===== src/rtl/ray_dispatch_scheduler.sv =====
// Frame sequencer for an array of ray generator cores: launches every core, merges their
// rays through a round-robin arbiter into one registered stream, and signals frame end.
module ray_dispatch_scheduler #(
  parameter int NUM_CORES = 4,
  parameter int DIR_W     = 32,
  parameter int IDX_W     = 32
) (
  input  logic                       clk,
  input  logic                       reset,
  input  logic                       start,
  input  logic [12:0]                image_width,
  input  logic [12:0]                image_height,
  output logic [NUM_CORES-1:0]       core_en,
  input  logic [NUM_CORES-1:0]       core_valid,
  output logic [NUM_CORES-1:0]       core_ready,
  input  logic [NUM_CORES*DIR_W-1:0] core_ray_x,
  input  logic [NUM_CORES*DIR_W-1:0] core_ray_y,
  input  logic [NUM_CORES*DIR_W-1:0] core_ray_z,
  input  logic [NUM_CORES*IDX_W-1:0] core_index,
  output logic                       out_valid,
  input  logic                       out_ready,
  output logic [DIR_W-1:0]           out_ray_x,
  output logic [DIR_W-1:0]           out_ray_y,
  output logic [DIR_W-1:0]           out_ray_z,
  output logic [IDX_W-1:0]           out_index,
  output logic                       busy,
  output logic                       frame_done,
  output logic [25:0]                rays_sent
);

  localparam int PTR_W = (NUM_CORES > 1) ? $clog2(NUM_CORES) : 1;

  typedef enum logic [1:0] {S_IDLE, S_LAUNCH, S_RUN, S_DONE} state_t;

  state_t           state;
  logic [PTR_W-1:0] rr_ptr;
  logic [PTR_W-1:0] grant_idx;
  logic [PTR_W-1:0] cand;
  logic [PTR_W:0]   sum;
  logic             grant_found;
  logic             grant_en;
  logic             can_load;
  logic             accept;
  logic             frame_end;
  logic [25:0]      total;
  logic [25:0]      granted;
  logic [25:0]      frame_total;
  logic [DIR_W-1:0] sel_x, sel_y, sel_z;
  logic [IDX_W-1:0] sel_index;

  assign frame_total = 26'(image_width) * 26'(image_height);
  assign busy        = (state != S_IDLE);
  assign core_en     = {NUM_CORES{(state == S_LAUNCH) && (frame_total != 26'd0)}};
  assign can_load    = !out_valid || out_ready;
  assign accept      = out_valid && out_ready;
  assign grant_en    = (state == S_RUN) && can_load && grant_found && (granted < total);
  // The granted-ray counter caps grants, so the final accept always finds an empty pipeline.
  assign frame_end   = (state == S_RUN) && ((rays_sent + 26'(accept)) == total);

  // Round-robin search: first valid core at or above rr_ptr, wrapping at NUM_CORES.
  // NOTE: combinational blocks use blocking assignments and default every output first,
  // so no path leaves a variable unassigned and no latch is inferred.
  always_comb begin
    grant_found = 1'b0;
    grant_idx   = '0;
    sum         = '0;
    cand        = '0;
    for (int k = 0; k < NUM_CORES; k++) begin
      sum = {1'b0, rr_ptr} + (PTR_W+1)'(k);
      if (sum >= (PTR_W+1)'(NUM_CORES)) sum = sum - (PTR_W+1)'(NUM_CORES);
      cand = sum[PTR_W-1:0];
      if (!grant_found && core_valid[cand]) begin
        grant_found = 1'b1;
        grant_idx   = cand;
      end
    end
  end

  always_comb begin
    core_ready = '0;
    sel_x      = '0;
    sel_y      = '0;
    sel_z      = '0;
    sel_index  = '0;
    for (int k = 0; k < NUM_CORES; k++) begin
      if (grant_idx == PTR_W'(k)) begin
        core_ready[k] = grant_en;
        sel_x         = core_ray_x[k*DIR_W +: DIR_W];
        sel_y         = core_ray_y[k*DIR_W +: DIR_W];
        sel_z         = core_ray_z[k*DIR_W +: DIR_W];
        sel_index     = core_index[k*IDX_W +: IDX_W];
      end
    end
  end

  // NOTE: sequential state uses non-blocking assignments so every register samples
  // pre-edge values regardless of statement order.
  always_ff @(posedge clk) begin
    if (reset) begin
      state      <= S_IDLE;
      out_valid  <= 1'b0;
      out_ray_x  <= '0;
      out_ray_y  <= '0;
      out_ray_z  <= '0;
      out_index  <= '0;
      rays_sent  <= '0;
      frame_done <= 1'b0;
      rr_ptr     <= '0;
      total      <= '0;
      granted    <= '0;
    end else begin
      frame_done <= 1'b0;
      case (state)
        S_IDLE: begin
          if (start) state <= S_LAUNCH;
        end
        S_LAUNCH: begin
          total     <= frame_total;
          rays_sent <= '0;
          granted   <= '0;
          if (frame_total == 26'd0) begin
            state      <= S_DONE;
            frame_done <= 1'b1;
          end else begin
            state <= S_RUN;
          end
        end
        S_RUN: begin
          if (grant_en) begin
            out_valid <= 1'b1;
            out_ray_x <= sel_x;
            out_ray_y <= sel_y;
            out_ray_z <= sel_z;
            out_index <= sel_index;
            granted   <= granted + 26'd1;
            rr_ptr    <= (grant_idx == PTR_W'(NUM_CORES - 1)) ? '0 : grant_idx + PTR_W'(1);
          end else if (accept) begin
            out_valid <= 1'b0;
          end
          if (accept) rays_sent <= rays_sent + 26'd1;
          if (frame_end) begin
            state      <= S_DONE;
            frame_done <= 1'b1;
          end
        end
        default: begin
          state <= S_IDLE;
        end
      endcase
    end
  end

endmodule

===== config.mk =====
export PLATFORM = sky130hd
export DESIGN_NAME = ray_dispatch_scheduler
export DESIGN_NICKNAME = d
export VERILOG_FILES = /design/src/rtl/ray_dispatch_scheduler.sv
export SDC_FILE = /design/constraint.sdc
export NUM_CORES = 1
export LEC_CHECK = 0
export ABC_CLOCK_PERIOD_IN_PS = 7200
export CORE_AREA = 2 2 273 275
export CTS_CLUSTER_SIZE = 40
export DETAILED_ROUTE_END_ITERATION = 6
export DIE_AREA = 0 0 275 277
export PLACE_DENSITY = 0.52
export SETUP_SLACK_MARGIN = 0.05
export SLEW_MARGIN = 20
export SYNTH_ARGS = -nofsm -noshare
export SYNTH_HDL_FRONTEND = slang
export SYNTH_SLANG_ARGS = --single-unit
export TNS_END_PERCENT = 20

===== constraint.sdc =====
create_clock -name clk -period 7.2 [get_ports clk]
set_input_delay 1.08 -clock clk [delete_from_list [all_inputs] [get_ports clk]]
set_output_delay 1.08 -clock clk [all_outputs]
set_load 0.02 [all_outputs]

==> flow_metrics.tcl, run 1 <==
set metrics [dict create \
    grt_max_degree 201 \
    gp_congestion 0.891 \
    period_minus_slack_ns 7.42 \
    use_met3 0.0511 \
    placed_cell_area_um2 27800 \
    use_met1 0.305 \
    worstPathMaxFanout 6 \
    cp_cell_sequence "clkdlybuf4s15_2, buf_6, and2_1, fa_1, fa_1, fa_1, fa_1, inv_1, fa_1, inv_1, ha_4, buf_6, nand4_1, a2111o_1, nand3_2, xor2_1, or3_4, nor4_4, a21oi_4, buf_6" \
    synthDistinctLibCells 72 \
    power_switching_mw 6.48 \
    overflow 0 \
    cts_made_buffers 30 \
    cts_root_buf "clkbuf_16" \
    clkLatencyLatePin_ns 0.58 \
    arrival_ns 6.34 \
    clk_pin_slew_worst_paths_ns 0.06 \
    n_fill_cell 7681 \
    htree_levels 1 \
    setup_viol 4 \
    p_leak_nw 11.8 \
    critPathMaxStageDelay_ns 0.58 \
    grt_setup_unrepaired "yes" \
    grt_pass1_wl_um 132000 \
    vdd_drop_max_mv 0.379 \
    cts_sinks 212 \
    p_per_area_nw_per_um2 462 \
    stdcell_count 4232 \
    synth_fp_nets 3315 \
    yosys.area.top_type "dfxtp_1" \
    nNetsFinal 4013 \
    endpoint_kind "output pin" \
    ctsHoldBuffers 0 \
    antenna_found_initial 20 \
    drc_errors 0 \
    chipWidth_um 275 \
    ant_nets 0 \
    cp_slowest_cell "fa_1" \
    grt_use_met2 0.393 \
    max_clock_freq_mhz 135 \
    ys.flop_type "dfxtp_1" \
    syn_area_per_cell_um2 7.48 \
    dp_hpwl_um 75000 \
    pwr-share-clk 0.113 \
    worstPathRequired_ns 6.12 \
    seq_power_share 0.143 \
    grt_pass1_vias 19900 \
    synth_common_cells "477 x nor2_1, 322 x a21oi_1, 212 x dfxtp_1" \
    area_growth_pct 54.0 \
    synth_most_common_cell "nor2_1" \
    ys_warn_count 0 \
    vias_per_cell 4.84 \
    p_comb_frac 0.743 \
    status "finished with violations" \
    drive_above_1_share 0.100 \
    hold_viol 0 \
    design_area_um2 29200 \
    max-cap-violations 0 \
    netlist_area_um2 19000 \
    slew_headroom 0.274 \
    violations "negative setup slack" \
    core_area_um2 73600 \
    dpl.cell_count 4159 \
    cpMostUsedCell "fa_1" \
    ys_async_sr_fraction 0 \
    grt_use_total 0.233 \
    final_core_util 0.398 \
    dieArea_um2 76200 \
    drt_iter0_drc 1506 \
    ioPinCount 711 \
    yosysTopAreaCellShare 0.223 \
    wire_per_inst_um 21.6 \
    switching_share 0.480 \
    path_class "in2out" \
    setup_ws_ns -0.218 \
    synth_seq_area_share 0.223 \
    rows 100 \
    ys_ff_latch 212 \
    cp-start-kind "input pin" \
    skew_ns 0.0135 \
    routed_wl_um 91400 \
    syn_inst 2540 \
    critPathBufInv 6 \
    portBuffers 710 \
    hold_class "reg2reg" \
    critical_path.top_delay_family "adder cells" \
    synth_edf_count 0 \
    slew_violations 0 \
    vias 20500 \
    fin_crit_sh 1.03 \
    cts_tree "done" \
    intPower_mw 7.02 \
    grt-busiest-layer "met2" \
    p_total_mw 13.5 \
    cts_max_path_buffers 3 \
    worst_pin_slew_ns 1.09 \
    start_util 0.258 \
    drtPass1Iterations 5 \
    die_h_um 277 \
    synth_area_leaders "dfxtp_1 22%, fa_1 13%, nor2_1 9.4%" \
    pre_cts_ws_ns -1.17 \
]
-- what timing repair did --
| action | in CTS | in global routing |
|---|---|---|
| pin swaps | 28 | 42 |
| endpoints found under the setup margin | 4 | 4 |
| endpoints found under the hold margin | 0 | 0 |
| gates resized for setup | 129 | 60 |
| cloned | 3 | 0 |
| setup buffers | 9 | 4 |
-- placed cells by master, fill, tap and decap left out, types with 29 or more instances in the layout --
master | netlist | final
fa_1 | 121 | 117
nor2_1 | 477 | 476
and2_1 | 97 | 92
inv_1 | 199 | 192
dfxtp_1 | 212 | 212
buf_4 | 3 | 141
clkdlybuf4s50_1 | 0 | 680
a22oi_1 | 127 | 127
a21oi_1 | 322 | 311
xnor2_1 | 30 | 29
ha_1 | 108 | 92
a211oi_1 | 141 | 140
nand2_1 | 137 | 132
xor2_1 | 41 | 41
clkbuf_16 | 0 | 31
nand3_1 | 33 | 31
-- cell type report --
| class | count | area (µm²) | share of cell area |
|---|---|---|---|
| tap | 969 | 1210 | 0.0415 |
| multi-input combinational | 1924 | 13600 | 0.466 |
| sequential | 212 | 4240 | 0.145 |
| timing repair buffer | 871 | 8390 | 0.287 |
| clock buffer | 40 | 870 | 0.0297 |
| inverter | 199 | 747 | 0.0255 |
| antenna | 2 | 5.00 | 0.000171 |
| clock inverter | 15 | 151 | 0.00518 |
-- routing by layer --
metal / routed length [µm] / vias to the layer above
met5: 112 / -
met4: 2260 / 18
met3: 6370 / 104
met2: 43900 / 638
met1: 38800 / 9607
li1: - / 10100
-- logic make-up after synthesis --
| kind of cell | Yosys count | share of synthesized area |
|---|---|---|
| muxes | 24 | 0.0127 |
| DFF | 212 | 0.223 |
| AOI/OAI and AO/OA | 711 | 0.239 |
| xor gates and xnor gates | 71 | 0.0327 |
| adders and majority gates | 229 | 0.199 |
| and+or+nand+nor | 889 | 0.212 |
| buffers and inverters | 404 | 0.0821 |
-- worst paths after layout --
path / start / to / slack (ns) / cells after the start
min: rr_ptr[0] / rr_ptr[0] / 0.49 / 2
max: image_width[8] / core_en[3] / -0.22 / 20
min reg2reg: rr_ptr[0] / rr_ptr[0] / 0.49 / 2
max reg2reg: state[0] / out_index[16] / 2.81 / 12
-- flip-flops by register name (all words and copies together) (netlist names) --
register,count
frame_done,1
granted,26
out_index,32
out_ray_x,32
out_ray_y,32
out_ray_z,32
out_valid,1
rays_sent,26
rr_ptr,2
state,2
total,26
-- tightest hold or removal path, delay by kind of cell, from the launching register on --
kind               cells  cell delay (ns)
DFF                    1             0.31
and+or+nand+nor        1             0.09
AOI/OAI and AO/OA      1             0.05
-- per-stage QoR --
step                      TNS [ns]  hold slack, ns
after detailed placement     -4.69           0.490
final                       -0.872           0.494
after global routing         -1.57           0.511
after floorplan                  0           0.469
after CTS                    -1.38           0.498
after global placement       -4.20           0.486
-- power groups by stage --
| stage | Sequential, mW | Combinational [mW] | Clock (mW) |
|---|---|---|---|
| finish | 1.94 | 10.0 | 1.53 |
| CTS | 1.93 | 9.70 | 1.58 |
| floorplan | 2.28 | 4.92 | 0 |
| detailed placement | 1.95 | 9.39 | 0 |
| global placement | 1.93 | 9.39 | 0 |
| global route | 1.98 | 11.0 | 1.62 |
(Power assumes the default switching activity.)
==> run 2, diff against run 1 <==
Settings changed: HOLD_SLACK_MARGIN from default to 0.08.
==> results of run 2 <==
Final layout, timing and power as in run 1 (identical DEF).
==> run 3, diff against run 2 <==
Settings changed: ABC_CLOCK_PERIOD_IN_PS 7200 to 6700.
Clock period 7.2 ns to 6.7 ns, I/O delays scaled along.
==> run 3 against run 2 <==
  * The flow still finishes with violations (negative setup slack)
  * Routed wire length grew 8.3%
  * Non-clock buffer count up 37
  * Die area is the same
  * Critical path type unchanged
  * Critical endpoint is now core_en[0]
  * Combinational power grew 15%
  * Design area grew 1.2%
  * Largest power group unchanged
==> flow_metrics.tcl, run 3 (synthesis results as in run 1) <==
set metrics [dict create \
    grt_pass1_wl_um 140000 \
    endpoint_kind "output pin" \
    critPathMaxStageDelay_ns 0.51 \
    vdd_drop_max_mv 0.373 \
    setup_viol 4 \
    max-cap-violations 0 \
    placed_cell_area_um2 28000 \
    overflow 0 \
    p_total_mw 15.1 \
    design_area_um2 29600 \
    wire_per_inst_um 23.2 \
    clk_pin_slew_worst_paths_ns 0.05 \
    multi_input_area_um2 13600 \
    htree_levels 1 \
    cts_tree "done" \
    ioPinCount 711 \
    hold_slack_ns 0.497 \
    vias 20700 \
    dieArea_um2 76200 \
    worstReg2RegStart "total[19]" \
    die_h_um 277 \
    drt_iter0_drc 1545 \
    arrival_ns 6.15 \
    hold_start "rr_ptr[0]" \
    gp_congestion 0.958 \
    regArea_um2 4240 \
    stdcell_count 4272 \
    hold_viol 0 \
    worst_pin_slew_ns 0.991 \
    grt_use_total 0.253 \
    cp_cell_sequence "buf_8, buf_6, buf_6, buf_4, and2_1, fa_1, fa_1, fa_1, fa_1, inv_1, fa_1, inv_1, ha_1, buf_4, and3_1, or3_1, o311a_1, o311ai_2, nand4b_1, nor4_4, a21oi_4, buf_6" \
    drive_above_1_share 0.112 \
    antenna_found_initial 20 \
    dp_hpwl_um 82600 \
    fin_crit_sh 1.07 \
    path_class "in2out" \
    vias_per_cell 4.85 \
    nNetsFinal 4048 \
    drc_errors 0 \
    p_leak_nw 12.0 \
    status "finished with violations" \
    cp-start-kind "input pin" \
    n_fill_cell 7645 \
    cts_made_buffers 28 \
    layout_common_cells "680 x clkdlybuf4s50_1, 475 x nor2_1, 313 x a21oi_1" \
    worstPathRequired_ns 5.69 \
    cp_slowest_cell "fa_1" \
    dpl.cell_count 4178 \
    drtPass1Iterations 6 \
    cts_max_path_buffers 3 \
    setup_ws_ns -0.459 \
    core_area_um2 73600 \
    start_util 0.258 \
    grt_setup_unrepaired "yes" \
    ant_nets 0 \
    clkLatencyLatePin_ns 0.59 \
    rows 100 \
    ctsHoldBuffers 0 \
    slew_violations 0 \
    r2r_slack_ns 2.61 \
    portBuffers 710 \
    final_common_cell "clkdlybuf4s50_1" \
    cts_sinks 212 \
    violations "negative setup slack" \
    skew_ns 0.0189 \
    hold-path-endpoint "rr_ptr[0]" \
    area_growth_pct 55.9 \
    grt_max_degree 137 \
    worstPathMaxFanout 6 \
    p_per_area_nw_per_um2 509 \
    ff2ff_path_depth 14 \
    routed_wl_um 98900 \
    hold_class "reg2reg" \
    cpMostUsedCell "fa_1" \
    whs_path_depth 2 \
    period_minus_slack_ns 7.16 \
    cts_root_buf "clkbuf_16" \
    max_clock_freq_mhz 140 \
    slew_headroom 0.335 \
    pre_cts_ws_ns -1.41 \
    grt_pass1_vias 20300 \
    chipWidth_um 275 \
    r2r-end "out_index[20]" \
]
==> run 3: cell count changes in the layout (fill, tap and decap cells not counted), moves of 5 or more <==
cell      change
a21oi_2       -5
and2_1       -15
and2_4       +15
buf_2         -5
buf_4        +28
buf_6        +17
clkinv_4      -5
diode_2       +6
==> run 3: report_power, final <==
part	switching (mW)	total [mW]	internal (mW)
registers	0.293	2.01	1.72
logic	6.31	11.5	5.15
clock network	0.652	1.59	0.936
==> run 3: worst max path at each step <==
| stage | slack [ns] | from | cells past startpoint | to |
|---|---|---|---|---|
| after floorplan | -0.27 | image_height[11] | 20 | core_en[1] |
| final | -0.46 | image_width[6] | 22 | core_en[0] |
| after global placement | -1.37 | image_width[7] | 22 | core_en[0] |
| after CTS | -0.53 | image_width[6] | 21 | core_en[0] |
| after global routing | -0.67 | image_height[0] | 20 | core_en[3] |
| after detailed placement | -1.41 | image_width[7] | 21 | core_en[0] |
==> run 3: per-stage QoR <==
stage	util	TNS (ns)
floorplan	-	-0.915
global placement	0.380	-6.00
detailed placement	0.380	-6.20
CTS	0.400	-2.10
global route	0.402	-2.66
finish	0.402	-1.83
==> run 3: critical path: cells and delay by family <==
family                     cells  cell delay [ns]
adders and majority gates      6             2.65
buffers and inverters          8             0.89
AOI/OAI and AO/OA              3             0.39
and+or+nand+nor                5             1.21
==> run 3: cell type report <==
cell class | count | share of cell area
inverter | 199 | 0.0252
clock buffer | 40 | 0.0279
clock inverter | 12 | 0.00490
tap | 969 | 0.0409
timing repair buffer | 908 | 0.296
sequential | 212 | 0.143
antenna | 8 | 0.000676
multi-input combinational | 1924 | 0.461
==> run 3: routing by layer <==
metal / global-route usage / up-vias / wire (µm)
met1: 0.328 / 9782 / 41600
li1: - / 10200 / -
met4: 0.0588 / 10 / 2600
met2: 0.436 / 642 / 48200
met3: 0.0420 / 98 / 6430
met5: 0 / - / 57
==> run 3: what timing repair did <==
| item | 4_1_cts | 5_1_grt |
|---|---|---|
| cloned | 3 | 0 |
| endpoints found under the setup margin | 4 | 4 |
| resized for setup | 203 | 25 |
| buffers inserted | 27 | 4 |
| pin swaps | 51 | 27 |
